**src/rtl/snake_pkg.sv**
```systemverilog
// Shared definitions for the snake game: direction codes, FSM states, grid geometry
// and the small helpers used by the movement engine.
package snake_pkg;

    localparam int GRID_W = 8;
    localparam int GRID_H = 8;
    localparam int IDX_W  = 6;
    localparam int SLOT_N = 8;
    localparam int COL_W  = $clog2(GRID_W);
    localparam int ROW_W  = $clog2(GRID_H);

    // Codes match the encoder's ges_pic map.
    typedef enum logic [1:0] {
        DIR_UP    = 2'd0,
        DIR_DOWN  = 2'd1,
        DIR_LEFT  = 2'd2,
        DIR_RIGHT = 2'd3
    } dir_t;

    typedef enum logic [1:0] {
        ST_IDLE = 2'd0,
        ST_RUN  = 2'd1,
        ST_DEAD = 2'd2
    } state_t;

    // Opposite directions differ only in bit 0.
    function automatic dir_t dir_reverse(input dir_t d);
        return dir_t'(d ^ 2'd1);
    endfunction

    function automatic logic ges_valid(input logic [3:0] g);
        return (g == 4'b0001) || (g == 4'b0010) || (g == 4'b0100) || (g == 4'b1000);
    endfunction

    function automatic dir_t ges_to_dir(input logic [3:0] g);
        case (g)
            4'b0001: return DIR_UP;
            4'b0010: return DIR_DOWN;
            4'b0100: return DIR_LEFT;
            default: return DIR_RIGHT;
        endcase
    endfunction

    // Row/column arithmetic stays inside its own bit width, so walls wrap for free.
    function automatic logic [IDX_W-1:0] next_cell(input logic [IDX_W-1:0] c, input dir_t d);
        logic [ROW_W-1:0] row;
        logic [COL_W-1:0] col;
        row = c[IDX_W-1:COL_W];
        col = c[COL_W-1:0];
        case (d)
            DIR_UP:   row = row - 1'b1;
            DIR_DOWN: row = row + 1'b1;
            DIR_LEFT: col = col - 1'b1;
            default:  col = col + 1'b1;
        endcase
        return {row, col};
    endfunction

endpackage

```
**src/rtl/snake_step_timer.sv**
```systemverilog
// Movement step timer: counts STEP_CYCLES clocks while enabled and emits a one-cycle
// registered tick each time the count wraps.
module snake_step_timer #(
    parameter int STEP_CYCLES = 12_500_000
) (
    input  logic clk,
    input  logic rst_n,
    input  logic en,
    input  logic clr,
    output logic tick
);

    localparam int CW = $clog2(STEP_CYCLES);
    localparam logic [CW-1:0] LAST = CW'(STEP_CYCLES - 1);

    logic [CW-1:0] cnt;

    always_ff @(posedge clk or negedge rst_n) begin
        if (!rst_n) begin
            cnt  <= '0;
            tick <= 1'b0;
        end else if (clr) begin
            cnt  <= '0;
            tick <= 1'b0;
        end else if (en) begin
            if (cnt == LAST) begin
                cnt  <= '0;
                tick <= 1'b1;
            end else begin
                cnt  <= cnt + 1'b1;
                tick <= 1'b0;
            end
        end else begin
            tick <= 1'b0;
        end
    end

endmodule

```
**src/rtl/snake_move_ctrl.sv**
```systemverilog
// Snake movement engine: gesture-to-direction, one-cell steps with wall wrap, growth,
// self-collision detection and the packed segment list for the LED frame encoder.
module snake_move_ctrl
    import snake_pkg::*;
#(
    parameter int STEP_CYCLES = 12_500_000,
    parameter int INIT_LEN    = 4,
    parameter int INIT_HEAD   = 27,
    parameter int MAX_LEN     = 8
) (
    input  logic                    sys_clk,
    input  logic                    sys_rst_n,
    input  logic [3:0]              ges_data,
    input  logic                    grow,
    input  logic                    restart,
    output logic [IDX_W*SLOT_N-1:0] index_data,
    output logic [3:0]              snake_len,
    output logic                    game_over,
    output logic                    step_pulse
);

    localparam logic [3:0] INIT_L = 4'(INIT_LEN);
    localparam logic [3:0] MAX_L  = 4'(MAX_LEN);

    function automatic logic [IDX_W-1:0] init_slot(input int k);
        return (k < INIT_LEN) ? IDX_W'(INIT_HEAD - k) : IDX_W'(INIT_HEAD - INIT_LEN + 1);
    endfunction

    state_t           state;
    dir_t             dir;
    dir_t             dir_next;
    logic             grow_pend;
    logic [IDX_W-1:0] slots [SLOT_N];

    logic             tick;
    logic             step;
    logic             ges_ok;
    dir_t             ges_dir;
    logic [IDX_W-1:0] head_new;
    logic             growing;
    logic [3:0]       len_new;
    logic [2:0]       last_idx;
    logic             collide;
    logic [IDX_W-1:0] shifted   [SLOT_N];
    logic [IDX_W-1:0] slots_new [SLOT_N];

    snake_step_timer #(.STEP_CYCLES(STEP_CYCLES)) u_timer (
        .clk   (sys_clk),
        .rst_n (sys_rst_n),
        .en    (state == ST_RUN),
        .clr   ((state != ST_RUN) || restart),
        .tick  (tick)
    );

    assign step     = tick && (state == ST_RUN);
    assign ges_ok   = ges_valid(ges_data);
    assign ges_dir  = ges_to_dir(ges_data);
    assign head_new = next_cell(slots[0], dir_next);
    assign growing  = grow_pend && (snake_len < MAX_L);
    assign len_new  = snake_len + {3'b000, growing};
    assign last_idx = 3'(len_new - 4'd1);

    // The tail slot vacates this step unless the snake grows, so it is not a hazard.
    always_comb begin
        collide = 1'b0;
        for (int k = 0; k < SLOT_N; k++) begin
            if ((4'(k) < snake_len) && ((4'(k) != snake_len - 4'd1) || growing)
                && (slots[k] == head_new))
                collide = 1'b1;
        end
    end

    always_comb begin
        shifted    = slots;
        slots_new  = slots;
        shifted[0] = head_new;
        for (int k = 1; k < SLOT_N; k++)
            shifted[k] = slots[k-1];
        for (int k = 0; k < SLOT_N; k++)
            slots_new[k] = (4'(k) < len_new) ? shifted[k] : shifted[last_idx];
    end

    always_comb begin
        index_data = '0;
        for (int k = 0; k < SLOT_N; k++)
            index_data[IDX_W*k +: IDX_W] = slots[k];
    end

    always_ff @(posedge sys_clk or negedge sys_rst_n) begin
        if (!sys_rst_n) begin
            state      <= ST_IDLE;
            dir        <= DIR_RIGHT;
            dir_next   <= DIR_RIGHT;
            grow_pend  <= 1'b0;
            snake_len  <= INIT_L;
            game_over  <= 1'b0;
            step_pulse <= 1'b0;
            for (int k = 0; k < SLOT_N; k++) slots[k] <= init_slot(k);
        end else if (restart) begin
            state      <= ST_IDLE;
            dir        <= DIR_RIGHT;
            dir_next   <= DIR_RIGHT;
            grow_pend  <= 1'b0;
            snake_len  <= INIT_L;
            game_over  <= 1'b0;
            step_pulse <= 1'b0;
            for (int k = 0; k < SLOT_N; k++) slots[k] <= init_slot(k);
        end else begin
            step_pulse <= 1'b0;
            case (state)
                ST_IDLE: begin
                    if (grow) grow_pend <= 1'b1;
                    if (ges_ok && (ges_dir != dir_reverse(dir))) begin
                        dir      <= ges_dir;
                        dir_next <= ges_dir;
                        state    <= ST_RUN;
                    end
                end
                ST_RUN: begin
                    if (step) begin
                        if (collide) begin
                            state     <= ST_DEAD;
                            game_over <= 1'b1;
                        end else begin
                            slots      <= slots_new;
                            snake_len  <= len_new;
                            dir        <= dir_next;
                            step_pulse <= 1'b1;
                            // A grow arriving on the step edge carries over to the next step.
                            grow_pend  <= grow;
                            if (ges_ok && (ges_dir != dir_reverse(dir_next)))
                                dir_next <= ges_dir;
                        end
                    end else begin
                        if (grow) grow_pend <= 1'b1;
                        if (ges_ok && (ges_dir != dir_reverse(dir)))
                            dir_next <= ges_dir;
                    end
                end
                ST_DEAD: ;
                default: state <= ST_IDLE;
            endcase
        end
    end

endmodule

```
**config.mk**
```make
export PLATFORM = sky130hd
export DESIGN_NAME = snake_move_ctrl
export DESIGN_NICKNAME = d
export VERILOG_FILES = /design/src/rtl/snake_pkg.sv /design/src/rtl/snake_step_timer.sv /design/src/rtl/snake_move_ctrl.sv
export SDC_FILE = /design/constraint.sdc
export NUM_CORES = 1
export LEC_CHECK = 0
export ABC_CLOCK_PERIOD_IN_PS = 4750
export CAP_MARGIN = 20
export CORE_MARGIN = 4
export CORE_UTILIZATION = 36
export DETAILED_ROUTE_END_ITERATION = 10
export PLACE_DENSITY_LB_ADDON = 0.3
export REMOVE_ABC_BUFFERS = 1
export SYNTH_ARGS = -nofsm -noshare
export SYNTH_HDL_FRONTEND = slang
export SYNTH_SLANG_ARGS = --single-unit
```
**constraint.sdc**
```tcl
create_clock -name sys_clk -period 4.75 [get_ports sys_clk]
set_clock_uncertainty 0.15 [all_clocks]
set_input_delay 0.95 -clock sys_clk [delete_from_list [all_inputs] [get_ports sys_clk]]
set_output_delay 0.95 -clock sys_clk [all_outputs]
set_load 0.02 [all_outputs]
```
After elaboration in Yosys (flattened, before gate mapping)
Cells that the tools add are included.
Word-level totals
  bits in registers: 86
  input bits: 8
  output and inout bits: 54
Cells by class
  add/subtract/negate cells: 8
  order comparisons: 18
  equality and inequality tests: 35
  multiplexer cells: 65
  bitwise logic cells: 3
  reductions and logical operators: 47
Operators by type and width (count)
  48-bit two-way mux: 4
  24-bit two-way mux: 3
  6-bit two-way mux: 10
  6-bit == test: 8
  3-bit by 4-bit less-than comparator with 1-bit output (first input constant): 8
  2-bit two-way mux: 13
  24-bit by 1-bit adder with 24-bit output (second input constant): 1
  24-bit == test (second input constant): 1
  1-bit two-way mux: 23
  1-bit logical AND: 20
  6-bit binary-select mux with 3-bit select: 1
  1-bit by 4-bit less-than comparator with 1-bit output (first input constant): 4
  2-bit by 4-bit less-than comparator with 1-bit output (first input constant): 4
  4-bit two-way mux: 4
  3-bit by 4-bit != test with 1-bit output (first input constant): 4
  1-bit logical OR: 12
  3-bit != test (second input constant): 4
  2-bit one-hot mux with 3 select lines: 2
  3-bit one-hot mux with 2 select lines: 2
  3-bit AND reduction: 3
  3-bit by 1-bit subtractor with 3-bit output (second input constant): 3
  2-bit by 4-bit != test with 1-bit output (first input constant): 2
  4-bit != test (second input constant): 2
  2-bit one-hot mux with 2 select lines: 2
  other kinds (25): 36

Depth between registers and ports, before layout
  word-level depth: 17
  gate-level depth with buffers: 15
  depth with buffers taken out: 12

Modules after synthesis
A second synthesis with hierarchy kept.
Unflattened totals
  cells, all modules: 722
  area, all modules: 6573.8 sq um
Modules (own cells, without submodules)
  snake_move_ctrl: times used 1, cells each 551, area each 5033.6 sq um, sequential area each 1557.7 sq um
  snake_step_timer: times used 1, cells each 171, area each 1540.2 sq um, sequential area each 625.6 sq um

Worst setup path after synthesis
OpenSTA, ideal clock, no wires.
  path kind: reg2reg
  start point: register grow_pend
  end point: register slots (netlist bit index_data[37])
  library setup time: 132 ps
  arrival time: 3752 ps
  required time: 4468 ps
  slack: 716 ps
  stages on the path, launching flop included: 15
  buffers on the path: 4
  path through: dfrtp_1 -> clkbuf_1 -> nor2b_1 -> ha_1 -> clkbuf_1 -> clkbuf_1 -> inv_1 -> ha_1 -> xnor2_2 -> clkbuf_1 -> mux4_2 -> mux2i_1 -> o21ai_0 -> mux2i_1 -> nor2_1
Between the ends
  longest elaborated chain between the ends: 14
  elaborated cells on any way between the ends: 47
  those cells by class: 2 x add/sub; 1 x order compare; 1 x eq/ne; 16 x mux; 1 x bitwise; 26 x reduce/logical
Ends and longest elaborated chain
  from (decl): RTL line snake_move_ctrl.sv:32  | logic grow_pend;
  from (signal assigned): RTL line snake_move_ctrl.sv:130  | grow_pend <= grow;
  1-bit logical AND *: RTL line snake_move_ctrl.sv:59  | assign growing = grow_pend && (snake_len < MAX_L);
  parallel branches: the longest is 13 deep, another holds 4-bit by 1-bit adder with 4-bit output
  to (signal assigned): RTL line snake_move_ctrl.sv:125  | slots <= slots_new;
  to (decl): RTL line snake_move_ctrl.sv:33  | logic [IDX_W-1:0] slots [SLOT_N];
Mark *: on every way between the ends. The select of a mux whose other input is x is not followed.
A chain may end at the register's enable or synchronous reset.

Final worst setup path
  start point: register slots (netlist bit index_data[4])
  end point: register dir[0]
Between the ends
  longest elaborated chain between the ends: 14
  elaborated cells on any way between the ends: 29
  those cells by class: 2 x add/sub; 9 x eq/ne; 9 x mux; 9 x reduce/logical
Ends and longest elaborated chain
  3-bit by 1-bit adder with 3-bit output or 3-bit by 1-bit subtractor with 3-bit output (tied branches): RTL line snake_pkg.sv:52, snake_pkg.sv:51
  3-bit one-hot mux with 2 select lines: RTL line snake_pkg.sv:50  | case (d)
  6-bit == test: RTL line snake_move_ctrl.sv:68  | && (slots[k] == head_new))
  1-bit logical AND: RTL line snake_move_ctrl.sv:68
  1-bit two-way mux (7 in a row): RTL line snake_move_ctrl.sv:67  | if ((4'(k) < snake_len) && ((4'(k) != snake_len - 4'd1) || growing)
  1-bit two-way mux *: RTL line snake_move_ctrl.sv:67
  3-bit != test (no line) *
  4-bit AND reduction (no line) *
  to (signal assigned): RTL line snake_move_ctrl.sv:114  | dir <= ges_dir;
  to (signal assigned): RTL line snake_move_ctrl.sv:127  | dir <= dir_next;
  to (decl): RTL line snake_move_ctrl.sv:30  | dir_t dir;
Every way passes the cells marked *; elsewhere a longest branch is shown, timed or not.

==> out/qor.csv <==
metric,value,unit
setup_tns,0,ns
cp.arrival,4.25,ns
port_buffers,61,
rsz0062_at_grt,no,
post-route-period-util,87.2,%
ys_warn_count,0,
dp_hpwl,12000,microns
grt_pass1_vias,5055,
wl_per_cell,18.3,microns
final_nets,726,
yosysMostFrequentCell,nor2_1,
critPathMaxFanout,38,
path_cells,inv_1 -> fa_1 -> or2_2 -> and3_1 -> nor4_1 -> a41oi_1 -> a32oi_1 -> nor4_4 -> buf_4 -> o221ai_1 -> o311ai_1,
synth_area_leaders,"dfrtp_1 26%, dfstp_2 11%, mux2i_1 7.9%, nor2_1 5.7%, xor2_1 4.7%",
synth_top_area_share,25.7,%
holdWs,0.339,ns
dieArea,18700,sq um
synth_largest_area_cell,dfrtp_1,
cp-end-kind,flop,
die_w,137,microns
finalWeightedCongestion,0.922,
critPathSlowestCell,dfstp_2,
antenna_found_initial,0,
worstSetupPathType,reg2reg,
via_per_inst,5.53,
setup_violations,0,
grt_util_all_layers,19.1,%
syn_avg_cell_area,8.91,sq um
busiest_layer,met2,
power.leakage,2.80,nW
synthToLayoutAreaGrowth,18.8,%
synth.distinct_cells,68,
fmax,241,MHz
grt_max_degree,55,
power_density,232,nW/um^2
die_h,137,microns
cp.required,4.86,ns
firstDrtPassIters,5,
hold_viol,0,
maxCapViolCount,0,
root_buffer,clkbuf_16,
cts_sinks,86,
slew-limit-headroom,35.3,%
met1_usage,25.9,%
drv_slew,0,
synthCells,668,
drive_gt1_share,10.8,%
io_pins,62,
status,"finished, final reports clean",
async_flop_share,100,%
stdcell_count,931,
start_util,37.1,%
slowest_delay,0.66,ns
numCtsBuffers,9,
hold_path_class,reg2reg,
antenna_cells,0,
max-clock-path-buffers,2,
cts_hold_buf,0,
cts_setup_buffers,0,
worst_pin_slew,0.968,ns
grt_overflow,0,
core,16100,sq um
grt_use_met3,4.67,%
wl,17000,microns
drc_errors,0,
post_cts_resized,0,
vias,5145,
ant_nets,0,
synth-seq-cells,86,
tritoncts,done,
row_count,46,
clk-insertion-delay-late,0.35,ns
synth-edff-count,0,
yosys-top-cells-count,"90 x nor2_1, 66 x nand2_1, 61 x dfrtp_1",
htreeDepth,3,
drtIter0Drc,477,
dp.cells,913,
netlist_area,5950,sq um
peakVddDrop,0.249,mV
clk_pin_slew,0.06,ns
period_minus_slack,4.14,ns
synthFlopType,dfrtp_1,
ys_seq_area_share,36.7,%
startpoint_type,flop,
grt_use_met2,29.8,%
grt_pass1_wl,27600,microns
-- kinds of logic (layout without fill, tap and decap cells) --
logic type / Yosys count / after routing / share of synthesized area [%]
AND/OR/NAND/NOR: 234 / 234 / 18.3
AO/OA/AOI/OAI: 140 / 140 / 15.2
flip-flops: 86 / 86 / 36.7
buffers and inverters: 76 / 123 / 5.32
XOR/XNOR: 66 / 66 / 10.3
multiplexers: 59 / 59 / 12.4
adder cells (fa/ha/maj): 7 / 7 / 1.72
-- path summary, 6_finish.rpt --
check,cells after the start,to,startpoint,slack (ns)
setup / recovery,11,dir[0],index_data[4],0.61
hold / removal,1,u_timer.cnt[0],u_timer.cnt[0],0.34
setup reg to reg,11,dir[0],index_data[4],0.61
hold reg to reg,1,u_timer.cnt[0],u_timer.cnt[0],0.34
max in group asynchronous,2,index_data[0],sys_rst_n,3.05
min in group asynchronous,1,snake_len[0],sys_rst_n,0.48
-- power by group --
part | total [mW] | internal (mW) | switching (mW)
clock | 0.769 | 0.462 | 0.307
combinational | 0.131 | 0.0468 | 0.0845
sequential | 0.743 | 0.738 | 0.00461
total | 1.64 | 1.25 | 0.396
-- per-layer routing --
metal  part of all wire (%)  wire (microns)
met2                     47            7950
met4                    2.4             403
met1                     44            7450
met5                      0               0
met3                    7.0            1190
-- critical path: cells and delay by family (launching register included) --
kind                     cells  cell delay, ns
AO/OA/AOI/OAI                4            1.01
flip-flops                   1            0.66
adder cells (fa/ha/maj)      1            0.62
AND/OR/NAND/NOR              4            1.11
buffers and inverters        2            0.50
-- cell type report --
type	instances	area [sq um]
inverter	31	116
clock inverter	6	93.8
tap	216	270
timing repair buffer	77	732
clock buffer	9	225
fill	1499	8990
multi-input combinational	506	3450
sequential	86	2180
-- per-stage QoR --
| step | instance area, sq um | setup WS [ns] | power (mW) | utilization, % |
|---|---|---|---|---|
| after floorplan | 5750 | -1.31 | 0.830 | - |
| after global placement | 6730 | 0.526 | 0.884 | 41.9 |
| after detailed placement | 6730 | 0.482 | 0.886 | 41.9 |
| after CTS | 7050 | 0.463 | 1.66 | 43.9 |
| after global routing | 7070 | 0.395 | 1.71 | 44.0 |
| final | 7070 | 0.609 | 1.64 | 44.0 |
-- sequential cells by signal (all words and copies together) (netlist names), 2 cells and up --
signal,count
state,2
dir,2
snake_len,4
index_data,48
dir_next,2
u_timer.cnt,24
-- layout by cell type (no fill, tap or decap), types with 5 or more instances in the layout --
master and instances:
dfrtp_1 61, nor2b_1 7, clkbuf_16 9, o211ai_1 15
mux4_2 12, clkdlybuf4s50_1 60, xor2_1 32, nand2_1 66
nand4_1 10, a21oi_1 36, nor4_1 7, inv_1 29
buf_4 16, ha_1 5, mux2i_1 47, o21ai_0 30
o21ai_1 5, nand3_1 15, nor3_1 7, nor2_1 90
dfstp_2 25, xnor2_1 31, a31oi_1 5
Power figures use the tool's default switching activity.
